### config.mk
export PLATFORM = sky130hd
export DESIGN_NAME = hist_count_pipeline
export DESIGN_NICKNAME = d
export VERILOG_FILES = /design/src/rtl/hist_pkg.sv /design/src/rtl/hist_pix_unpack.sv /design/src/rtl/hist_count_pipeline.sv
export SDC_FILE = /design/constraint.sdc
export NUM_CORES = 1
export LEC_CHECK = 0
export BUFFER_PORTS_ARGS = -buffer_cell sky130_fd_sc_hd__buf_4
export CAP_MARGIN = 20
export CORE_ASPECT_RATIO = 1.1
export CORE_UTILIZATION = 43
export CTS_CLUSTER_SIZE = 25
export DETAILED_ROUTE_END_ITERATION = 16
export GPL_ROUTABILITY_DRIVEN = 0
export HOLD_SLACK_MARGIN = 0.05
export MAX_ROUTING_LAYER = met4
export PLACE_DENSITY = 0.78
export SLEW_MARGIN = 20
export SYNTH_ARGS = -nofsm -noshare
export SYNTH_HDL_FRONTEND = slang
export SYNTH_SLANG_ARGS = --single-unit
### constraint.sdc
create_clock -name clock -period 3.37 [get_ports clock]
set_clock_uncertainty 0.2 [all_clocks]
set_input_delay 0.674 -clock clock [delete_from_list [all_inputs] [get_ports clock]]
set_output_delay 0.674 -clock clock [all_outputs]
set_load 0.1 [all_outputs]
### src/rtl/hist_pkg.sv
// Shared definitions for the histogram counting pipeline: FSM state encoding
// and the default pixel, word and counter widths.
package hist_pkg;

   localparam int PIX_W_DEF  = 8;
   localparam int WORD_W_DEF = 128;
   localparam int CNT_W_DEF  = 16;

   typedef logic [2:0] state_t;

   localparam state_t ST_IDLE   = 3'd0;
   localparam state_t ST_CLEAR  = 3'd1;
   localparam state_t ST_COUNT  = 3'd2;
   localparam state_t ST_DRAIN  = 3'd3;
   localparam state_t ST_FINISH = 3'd4;

endpackage

### src/rtl/hist_pix_unpack.sv
// Pixel extractor: holds one image word, walks its lanes in ascending order and
// prefetches the next word so consecutive words stream with no bubble.
module hist_pix_unpack
   import hist_pkg::*;
#(
   parameter int PIX_W     = PIX_W_DEF,
   parameter int WORD_W    = WORD_W_DEF,
   parameter int NUM_WORDS = 4,
   parameter int ADDR_W    = 16
) (
   input  logic              clock,
   input  logic              rst_n,
   input  logic              run_i,
   output logic [ADDR_W-1:0] img_rd_addr_o,
   input  logic [WORD_W-1:0] img_rd_data_i,
   output logic [PIX_W-1:0]  pix_o,
   output logic              pix_valid_o,
   output logic              pix_last_o
);

   localparam int PPW    = WORD_W / PIX_W;
   localparam int LANE_W = (PPW > 1) ? $clog2(PPW) : 1;
   localparam logic [LANE_W-1:0] LANE_LAST = LANE_W'(PPW - 1);
   localparam logic [ADDR_W:0]   WORDS     = (ADDR_W + 1)'(NUM_WORDS);

   logic [WORD_W-1:0] word_q, word_d;
   logic [LANE_W-1:0] lane_q, lane_d;
   logic              valid_q, valid_d;
   logic [ADDR_W:0]   next_q, next_d;
   logic              lane_end;
   logic              load;

   assign lane_end = (lane_q == LANE_LAST);
   assign load     = run_i && (!valid_q || lane_end) && (next_q != WORDS);

   // The address always points at the word the next load will capture, so it
   // steps ahead in the same cycle a load happens.
   assign img_rd_addr_o = load ? next_q[ADDR_W-1:0] + 1'b1 : next_q[ADDR_W-1:0];

   assign pix_valid_o = run_i && valid_q;
   assign pix_last_o  = pix_valid_o && lane_end && (next_q == WORDS);

   always_comb begin
      pix_o = '0;
      for (int k = 0; k < PPW; k++) begin
         if (lane_q == LANE_W'(k)) pix_o = word_q[k*PIX_W +: PIX_W];
      end
   end

   always_comb begin
      word_d  = word_q;
      lane_d  = lane_q;
      valid_d = valid_q;
      next_d  = next_q;
      if (!run_i) begin
         lane_d  = '0;
         valid_d = 1'b0;
         next_d  = '0;
      end else begin
         if (valid_q) begin
            lane_d = lane_end ? '0 : lane_q + 1'b1;
            if (lane_end) valid_d = 1'b0;
         end
         if (load) begin
            word_d  = img_rd_data_i;
            valid_d = 1'b1;
            next_d  = next_q + 1'b1;
         end
      end
   end

   always_ff @(posedge clock or negedge rst_n) begin
      if (!rst_n) begin
         word_q  <= '0;
         lane_q  <= '0;
         valid_q <= 1'b0;
         next_q  <= '0;
      end else begin
         word_q  <= word_d;
         lane_q  <= lane_d;
         valid_q <= valid_d;
         next_q  <= next_d;
      end
   end

endmodule

### src/rtl/hist_count_pipeline.sv
// Histogram builder: streams image pixels through a read/increment/write pipeline
// on an external scratchpad. Define HIST_CLEAR_EN to zero all bins before counting.
module hist_count_pipeline
   import hist_pkg::*;
#(
   parameter int PIX_W     = PIX_W_DEF,
   parameter int WORD_W    = WORD_W_DEF,
   parameter int NUM_WORDS = 4,
   parameter int CNT_W     = CNT_W_DEF,
   parameter int ADDR_W    = 16
) (
   input  logic              clock,
   input  logic              rst_n,
   input  logic              start,
   output logic [ADDR_W-1:0] img_rd_addr,
   input  logic [WORD_W-1:0] img_rd_data,
   output logic [ADDR_W-1:0] sp_rd_addr,
   input  logic [CNT_W-1:0]  sp_rd_data,
   output logic [ADDR_W-1:0] sp_wr_addr,
   output logic [CNT_W-1:0]  sp_wr_data,
   output logic              sp_we,
   output logic              busy,
   output logic              done
);

   localparam logic [CNT_W-1:0] CNT_MAX = '1;

   state_t           state_q, state_d;
   logic             run;
   logic [PIX_W-1:0] pix;
   logic             pix_valid;
   logic             pix_last;

   logic             ac_valid_q, ac_valid_d;
   logic [PIX_W-1:0] ac_pix_q, ac_pix_d;
   logic             wr_valid_q, wr_valid_d;
   logic [PIX_W-1:0] wr_pix_q, wr_pix_d;
   logic [CNT_W-1:0] wr_cnt_q, wr_cnt_d;
   logic             ret_valid_q;
   logic [PIX_W-1:0] ret_pix_q;
   logic [CNT_W-1:0] ret_cnt_q;
   logic [CNT_W-1:0] base_cnt;
`ifdef HIST_CLEAR_EN
   logic [PIX_W-1:0] clr_idx_q, clr_idx_d;
`endif

   assign run = (state_q == ST_COUNT);

   hist_pix_unpack #(
      .PIX_W     (PIX_W),
      .WORD_W    (WORD_W),
      .NUM_WORDS (NUM_WORDS),
      .ADDR_W    (ADDR_W)
   ) u_unpack (
      .clock         (clock),
      .rst_n         (rst_n),
      .run_i         (run),
      .img_rd_addr_o (img_rd_addr),
      .img_rd_data_i (img_rd_data),
      .pix_o         (pix),
      .pix_valid_o   (pix_valid),
      .pix_last_o    (pix_last)
   );

   always_comb begin
      state_d = state_q;
`ifdef HIST_CLEAR_EN
      clr_idx_d = clr_idx_q;
`endif
      case (state_q)
         ST_IDLE: begin
            if (start) begin
`ifdef HIST_CLEAR_EN
               state_d = ST_CLEAR;
`else
               state_d = ST_COUNT;
`endif
            end
         end
`ifdef HIST_CLEAR_EN
         ST_CLEAR: begin
            clr_idx_d = clr_idx_q + 1'b1;
            if (clr_idx_q == '1) state_d = ST_COUNT;
         end
`endif
         ST_COUNT:  if (pix_last) state_d = ST_DRAIN;
         ST_DRAIN:  if (!ac_valid_q) state_d = ST_FINISH;
         ST_FINISH: state_d = ST_IDLE;
         default:   state_d = ST_IDLE;
      endcase
   end

   // Bins written this cycle or last cycle may not be visible in sp_rd_data yet,
   // so the freshest in-flight count for the same bin takes priority.
   always_comb begin
      ac_valid_d = pix_valid;
      ac_pix_d   = pix;
      if (wr_valid_q && (wr_pix_q == ac_pix_q)) base_cnt = wr_cnt_q;
      else if (ret_valid_q && (ret_pix_q == ac_pix_q)) base_cnt = ret_cnt_q;
      else base_cnt = sp_rd_data;
      wr_valid_d = ac_valid_q;
      wr_pix_d   = ac_pix_q;
      wr_cnt_d   = (base_cnt == CNT_MAX) ? CNT_MAX : base_cnt + 1'b1;
`ifdef HIST_CLEAR_EN
      if (state_q == ST_CLEAR) begin
         wr_valid_d = 1'b1;
         wr_pix_d   = clr_idx_q;
         wr_cnt_d   = '0;
      end
`endif
   end

   always_ff @(posedge clock or negedge rst_n) begin
      if (!rst_n) begin
         state_q     <= ST_IDLE;
         ac_valid_q  <= 1'b0;
         ac_pix_q    <= '0;
         wr_valid_q  <= 1'b0;
         wr_pix_q    <= '0;
         wr_cnt_q    <= '0;
         ret_valid_q <= 1'b0;
         ret_pix_q   <= '0;
         ret_cnt_q   <= '0;
      end else begin
         state_q     <= state_d;
         ac_valid_q  <= ac_valid_d;
         ac_pix_q    <= ac_pix_d;
         wr_valid_q  <= wr_valid_d;
         wr_pix_q    <= wr_pix_d;
         wr_cnt_q    <= wr_cnt_d;
         ret_valid_q <= wr_valid_q;
         ret_pix_q   <= wr_pix_q;
         ret_cnt_q   <= wr_cnt_q;
      end
   end

`ifdef HIST_CLEAR_EN
   always_ff @(posedge clock or negedge rst_n) begin
      if (!rst_n) clr_idx_q <= '0;
      else        clr_idx_q <= clr_idx_d;
   end
`endif

   assign sp_rd_addr = pix_valid ? ADDR_W'(pix) : '0;
   assign sp_we      = wr_valid_q;
   assign sp_wr_addr = ADDR_W'(wr_pix_q);
   assign sp_wr_data = wr_cnt_q;
   assign busy       = (state_q == ST_CLEAR) || (state_q == ST_COUNT) || (state_q == ST_DRAIN);
   assign done       = (state_q == ST_FINISH);

endmodule

# Word level (Yosys, flattened, before mapping)
# Index checks and enable logic that the tools add are counted.
# op_classes
add_sub_neg	4
n_eq_ne	29
n_mux	34
n_reduce_logical	15
# op_table
operator	count
$mux 8	17
$mux 16	4
$mux 17	2
$add 16x1->16 const B	2
$eq 4x4->1 const B	8
$add 17x1->17 const B	1
$eq 17x3->1 const B	1
$ne 17x3->1 const B	1
$eq 16x16->1 const B	1
$eq 4x3->1 const B	4
$eq 8x8->1	2
$mux 4	3
$ne 2x2->1 const B	5
$mux 3	3
$pmux 3 s3	1
$eq 4x2->1 const B	2
$logic_and 1x1->1	7
$eq 3x2->1 const B	2
$add 4x1->4 const B	1
$eq 4x1->1 const B	1
$logic_not 4->1	1
$mux 1	4
$eq 3x1->1 const B	1
$eq 3x3->1 const B	1
5 further kinds	7
# totals
reg_bits	212
inputBits	147
out_inout_bits	67
word_cells	95

# Depth between registers and ports, before layout
# Gate-level depths: netlist (run 1).
# depth
word_depth	18
depth_mapped	13
depth_no_buf	10

# By module
# A second synthesis (run 1) with hierarchy kept.
# hier_totals
hier_cells	1153
area_unflattened_um2	10548.9
# modules_own_cells
mod	n_inst	cells_each	area_per_inst_um2	seq_area_each_um2
hist_pix_unpack	1	906	7644.8	3753.6
hist_count_pipeline	1	247	2904.0	1551.5

# Worst setup path after synthesis (run 1)
# No wires, ideal clock.
# synth_path
kind	register to output
start	register u_unpack.lane_q[0]
end	output sp_rd_addr[6]
arrival_time_ps	4302
required_time_ps	2496
path_slack_ps	-1806
path_stages_with_launch	13
n_path_buf	2
path_cell_list	dfrtp_1 inv_1 ha_1 clkbuf_1 nor2b_1 clkbuf_1 a221oi_1 nor3_1 a211oi_1 a311oi_1 o211ai_1 and3_1 nor3_1
# synth_via
elab_chain_cells	18
word_cells_on_any_way	33
cone_classes	15 x eq/ne; 17 x mux; 1 x reduce/logical
# synth_rtl
element	line_no	source
start, declared	hist_pix_unpack.sv:27	logic [LANE_W-1:0] lane_q, lane_d;
start signal, assigned	hist_pix_unpack.sv:80	lane_q <= lane_d;
$logic_not 4->1	hist_pix_unpack.sv:46	if (lane_q == LANE_W'(k)) pix_o = word_q[k*PIX_W +: PIX_W];
$mux 8 (15 in series)	hist_pix_unpack.sv:46	
$mux 8 (*)	hist_pix_unpack.sv:46	
$mux 8 (*)	hist_count_pipeline.sv:144	assign sp_rd_addr = pix_valid ? ADDR_W'(pix) : '0;
end, declared	hist_count_pipeline.sv:17	output logic [ADDR_W-1:0] sp_rd_addr,
# Every way passes the cells marked *; elsewhere a longest branch is shown, timed or not.

# Final worst setup path (run 1)
# layout_path
start	register u_unpack.lane_q[0]
end	output sp_rd_addr[7]
# The elaborated chain is that of the path after synthesis.

==> results.toml, run 1 <==
[global_routing]
track_usage = 0.255
overflow = 0
grt_first_pass_wirelength_um = 46900
grt_pass1_vias = 9206
grt_max_degree = 85
antenna_found_initial = 0

[routing]
drt-met1-wl_um = 12500
drt_iter0_markers = 592
drc = 0
firstDrtPassIters = 5
totalWireLength_um = 29800
viasPerCell = 5.35
top_layer_used = "met4"
wl_per_cell_um = 17.1
met3_length_um = 1680
antenna_left = 0
vias = 9294
wl_met2_um = 14800

[clocking]
clkSlewWorstSetupHoldPaths_ns = 0.06
cts_buffers = 23
htreeDepth = 1
clock_path_buffers = 3
root_buffer = "clkbuf_16"
numClockSinks = 212
clk_latency_ns = 0.51
cts_tree = "built"

[sta]
finalSetupViolations = 23
hold_viol = 0
max_freq_mhz = 255
fin_ws_ns = -0.556
rsz0062_at_grt = "yes"
finalCritPeriodShare = 1.16
worst_slew_pin_slew_ns = 0.791
finalMaxSlewViolations = 0
slew_headroom = 0.472
setup-tns-final_ns = -7.59
period_minus_slack_ns = 3.93

[final_layout]
fin_nets = 1575
area_growth_pct = 44.7
diodes = 0
final_cells = 1738
drive_gt1_frac = 0.325

[worst_setup_path]
worst-path-buf-inv = 4
crit_path_max_fanout = 7
crit_type = "flop to primary output"
cpPeakStageDelay_ns = 0.45
crit_family = "compound AO/OA/AOI/OAI gates"
crit_path_end_kind = "primary output"
cp.arrival_ns = 3.05
cp.required_ns = 2.50
crit_top_cell = "buf_4"
cp_slowest_cell = "dfrtp_2"
cp-start-kind = "flop"
critical_path.cell_chain = "buf_6, ha_4, buf_4, a221oi_4, nor3_2, a21oi_2, nor3_1, o32a_1, a2111oi_4, buf_4, nor3_4, buf_12"

[logic_synthesis]
netlist_area_mm2 = 0.0101
yosysWarnings = 0
synth_cell_types = 62
ys_seq_area_frac = 0.524
synth_ff_type = "dfrtp_1"
yosys_register_bits = 212
avgSynthCellArea_um2 = 8.77
async_reset_ff_frac = 1.00
synth-edff-count = 0
syn_inst = 1154

[outcome]
status = "finished, violations left"
violations = "setup timing"

[floorplan]
die_width_um = 148
ios = 214
initial_utilization = 0.440
fp.dieH_um = 163
std_cell_rows = 58
fp.coreArea_mm2 = 0.0230
fp.dieArea_mm2 = 0.0241

[power_and_ir_drop]
power_density_mw_per_mm2 = 1060
ir_drop_mv = 0.662
p_leak_nw = 6.97
p_total_mw = 15.5

[place]
port_buffers = 197
hpwl_um = 21100
placed_cells = 1658

[min_path]
min_path_type = "primary input to flop"

[run]
cap_violations = 0
==> cells by family after synthesis <==
logic type | Yosys count | share of synthesized area
buffers and inverters | 107 | 0.0477
AOI/OAI and AO/OA | 163 | 0.114
xor gates and xnor gates | 41 | 0.0355
other | 1 | 0.000371
adders and majority gates | 7 | 0.00866
DFF | 212 | 0.524
muxes | 6 | 0.00618
and+or+nand+nor | 617 | 0.263
==> power breakdown <==
| part | switching (mW) | internal, mW |
|---|---|---|
| Clock | 1.05 | 1.46 |
| Sequential | 0.870 | 3.65 |
| Combinational | 5.23 | 3.27 |
==> repair_timing <==
action                                  4_1_cts  5_1_grt
endpoints found under the hold margin        56        0
buffers inserted                             21       16
endpoints found under the setup margin       24       35
resized for setup                           119       37
pin swaps                                    46       39
gates cloned                                  2        1
hold buffers                                  1        0
==> Yosys cell counts (7+ instances only) <==
master	instances	area (um2)
and3_1	10	62.6
buf_4	16	120
o21ai_0	26	130
a31oi_1	10	62.6
a21oi_1	32	160
xnor2_1	34	298
o31ai_1	16	120
clkbuf_1	61	229
nor2_1	44	165
a221oi_1	14	123
and2_1	21	131
nor3_1	23	115
nand4_1	23	144
nor4_1	20	125
nand2b_1	7	43.8
a211oi_1	8	60.1
ha_1	7	87.6
nand3_1	16	80.1
inv_1	17	63.8
xor2_1	7	61.3
dfrtp_1	212	5310
o22ai_1	9	56.3
nand2_1	432	1620
==> state kept, by name (all words and copies together) (netlist names) <==
signal            cells
u_unpack.word_q     128
u_unpack.next_q      17
ret_cnt_q            16
sp_wr_data           16
ac_pix_q              8
ret_pix_q             8
wr_pix_q              8
u_unpack.lane_q       4
state_q               3
ac_valid_q            1
ret_valid_q           1
sp_we                 1
u_unpack.valid_q      1
==> path summary, 6_finish.rpt <==
| kind | startpoint | cells after the start | to | slack, ns |
|---|---|---|---|---|
| max | u_unpack.lane_q[0] | 12 | sp_rd_addr[7] | -0.56 |
| min | img_rd_data[85] | 3 | u_unpack.word_q[85] | 0.15 |
| max reg2reg | wr_pix_q[5] | 10 | sp_wr_data[14] | 0.13 |
| min reg2reg | sp_wr_data[15] | 0 | ret_cnt_q[15] | 0.21 |
| max in group asynchronous | rst_n | 3 | ret_cnt_q[3] | 1.63 |
| min in group asynchronous | rst_n | 2 | u_unpack.next_q[10] | 0.50 |
==> cell usage in the layout, fill, tap and decap left out, types with 5 or more instances in the layout <==
cell type / instances
dfrtp_4: 7
nand4_1: 23
dfrtp_1: 200
inv_1: 11
dfrtp_2: 5
a211o_1: 6
and3_1: 8
nand3_1: 13
nand2b_1: 6
a211oi_1: 7
xnor2_1: 16
nor4_1: 17
conb_1: 16
xnor2_4: 9
buf_12: 28
a31oi_2: 8
o21ai_0: 24
a31oi_1: 6
xnor2_2: 9
nor2_1: 40
a221oi_1: 8
clkbuf_16: 24
buf_6: 13
o22ai_1: 8
o31ai_1: 16
inv_2: 5
ha_4: 5
a21oi_1: 26
and2_1: 19
o211ai_1: 5
nor3_1: 19
nand2_1: 426
a21oi_4: 5
buf_4: 270
==> final cells by class <==
class / count / area [um2]
Fill cell: 1776 / 8370
Sequential cell: 212 / 5340
Multi-Input combinational cell: 850 / 5250
Timing Repair Buffer: 317 / 2850
Clock buffer: 29 / 618
Tap cell: 300 / 375
Clock inverter: 13 / 136
Inverter: 17 / 66.3
==> per-layer routing <==
metal,global-route usage,up-vias
li1,-,4395
met1,0.325,4460
met2,0.418,374
met3,0.0347,65
met4,0.0848,0
met5,-,-
==> metrics by stage <==
step	worst slack, ns	cell area [um2]	hold WS [ns]	utilization
floorplan	-0.355	10800	0.178	-
detailed placement	-0.244	12800	0.193	0.557
global route	-0.654	14600	0.140	0.636
CTS	-0.524	14300	0.131	0.622
finish	-0.556	14600	0.147	0.636
global placement	-0.0981	12800	0.188	0.557
==> worst register-to-register path: stages, from the launching register on <==
cell     delay [ns]
dfrtp_4        0.50
xnor2_2        0.19
nand4_2        0.11
or3_1          0.43
buf_12         0.18
a31oi_4        0.21
ha_2           0.22
nand4_1        0.10
or3_1          0.44
nor3b_2        0.22
mux2_1         0.33
No activity file was read; power rests on OpenSTA's default activity.
==> run 2, diff against run 1 <==
PLACE_DENSITY = unset   (was 0.78)
PLACE_DENSITY_LB_ADDON = 0.05   (was unset)
==> results.toml, run 2 (synthesis gave the netlist of run 1 again) <==
[floorplan]
die_width_um = 148
fp.dieArea_mm2 = 0.0241
fp.coreArea_mm2 = 0.0230
ios = 214
initial_utilization = 0.440
std_cell_rows = 58
fp.dieH_um = 163

[clocking]
numClockSinks = 212
root_buffer = "clkbuf_16"
clock_path_buffers = 3
clkSlewWorstSetupHoldPaths_ns = 0.07
cts_buffers = 23
htreeDepth = 1
cts_tree = "built"
clk_latency_ns = 0.51

[routing]
antenna_left = 0
drc = 0
firstDrtPassIters = 5
vias = 8901
totalWireLength_um = 29100
viasPerCell = 5.16
wl_per_cell_um = 16.9
drt_iter0_markers = 515

[final_layout]
regMostFlops = "u_unpack.word_q"
largest_register_ffs = 128
layout_common_cells = "nand2_1 (425), buf_4 (257), dfrtp_1 (200), nor2_1 (39)"
final_common_cell = "nand2_1"
area_growth_pct = 43.6
diodes = 0
reg.largest.list = "u_unpack.word_q: 128 flops, u_unpack.next_q: 17 flops"
drive_gt1_frac = 0.329
final.fill_count = 2001
fin_nets = 1563

[place]
port_buffers = 197
hpwl_um = 21100
pre_cts_slack_ns = -0.197

[worst_setup_path]
critical_path.cell_chain = "buf_12, ha_4, buf_4, a211o_1, a211o_1, a31oi_2, a2111oi_1, o31ai_1, buf_4, and2_4, buf_12"
crit_path_max_fanout = 3
cp.required_ns = 2.50
crit_path_end_kind = "primary output"
cp_slowest_cell = "dfrtp_2"
worst-path-buf-inv = 4
crit_family = "compound AO/OA/AOI/OAI gates"
cp-start-kind = "flop"
cpPeakStageDelay_ns = 0.47
cp.arrival_ns = 3.03
crit_type = "flop to primary output"

[sta]
finalCritPeriodShare = 1.16
hold_viol = 0
max_freq_mhz = 256
finalMaxSlewViolations = 0
fin_ws_ns = -0.533
rsz0062_at_grt = "yes"
setup-tns-final_ns = -6.03
finalSetupViolations = 20
period_minus_slack_ns = 3.90
worst_slew_pin_slew_ns = 0.688
slew_headroom = 0.542

[global_routing]
antenna_found_initial = 0
grt_first_pass_wirelength_um = 46100
track_usage = 0.250
grt_max_degree = 81
overflow = 0
grt_pass1_vias = 8745

[run]
cap_violations = 0

[outcome]
violations = "setup timing"
status = "finished, violations left"

[power_and_ir_drop]
p_total_mw = 15.5
p_leak_nw = 6.91
power_density_mw_per_mm2 = 1070
ir_drop_mv = 0.907

[min_path]
min_path_type = "primary input to flop"
[run 2: changes by cell type in the layout (fill, tap and decap cells not counted), sizes merged]
cell,before,now
buf,313,303
bufinv,2,1
clkinv,6,7
clkinvlp,4,3
inv,18,17
bufbuf,1,0
[run 2: layout make-up]
class	count	area (um2)	share of cell area
Clock buffer	30	652	0.0449
Clock inverter	11	95.1	0.00655
Inverter	17	68.8	0.00474
Multi-Input combinational cell	850	5300	0.365
Sequential cell	212	5340	0.368
Tap cell	300	375	0.0258
Timing Repair Buffer	305	2690	0.185
[run 2: tightest hold or removal path, delay by kind of cell]
| family | cells | cell delay, ns |
|---|---|---|
| buf+inv | 1 | 0.07 |
| simple gates | 2 | 0.08 |
[run 2: report_power, final]
group	internal (mW)	total (mW)	leakage (nW)	switching, mW
registers	3.65	4.53	2.55	0.878
logic	3.26	8.50	4.00	5.24
clock network	1.44	2.50	0.364	1.05
total	8.35	15.5	6.91	7.17
[run 2: final timing paths]
check / startpoint / cells past startpoint / slack (ns) / to
setup reg to reg: wr_pix_q[5] / 10 / 0.18 / sp_wr_data[14]
hold reg to reg: sp_wr_data[7] / 0 / 0.21 / ret_cnt_q[7]
max in group asynchronous: rst_n / 3 / 1.70 / u_unpack.word_q[78]
hold / removal: img_rd_data[36] / 3 / 0.15 / u_unpack.word_q[36]
setup / recovery: u_unpack.lane_q[0] / 11 / -0.53 / sp_rd_addr[0]
min in group asynchronous: rst_n / 2 / 0.48 / u_unpack.next_q[12]
[run 2: repair_timing]
action,in CTS,in global routing
hold buffers,1,0
cloned,0,0
endpoints found under the setup margin,24,37
resized for setup,100,68
setup buffers,10,9
pin swaps,24,40
hold endpoints to repair,50,0
[run 2: per-stage QoR]
stage          hold WS (ns)  instance area (um2)  instances  utilization
6_report              0.153                14500       1725        0.631
5_1_grt               0.153                14500       1725        0.631
4_1_cts               0.143                14100       1716        0.614
3_5_place_dp          0.193                12900       1664        0.559
3_3_place_gp          0.186                12900       1664        0.559
2_1_floorplan         0.178                10800       1169            -
[run 2: metal layers]
layer | vias to the layer above | global-route usage | routed length [um]
met3 | 45 | 0.0246 | 1110
met5 | - | - | 0
li1 | 4375 | - | -
met4 | 0 | 0.0703 | 682
met2 | 245 | 0.413 | 14500
met1 | 4236 | 0.327 | 12800
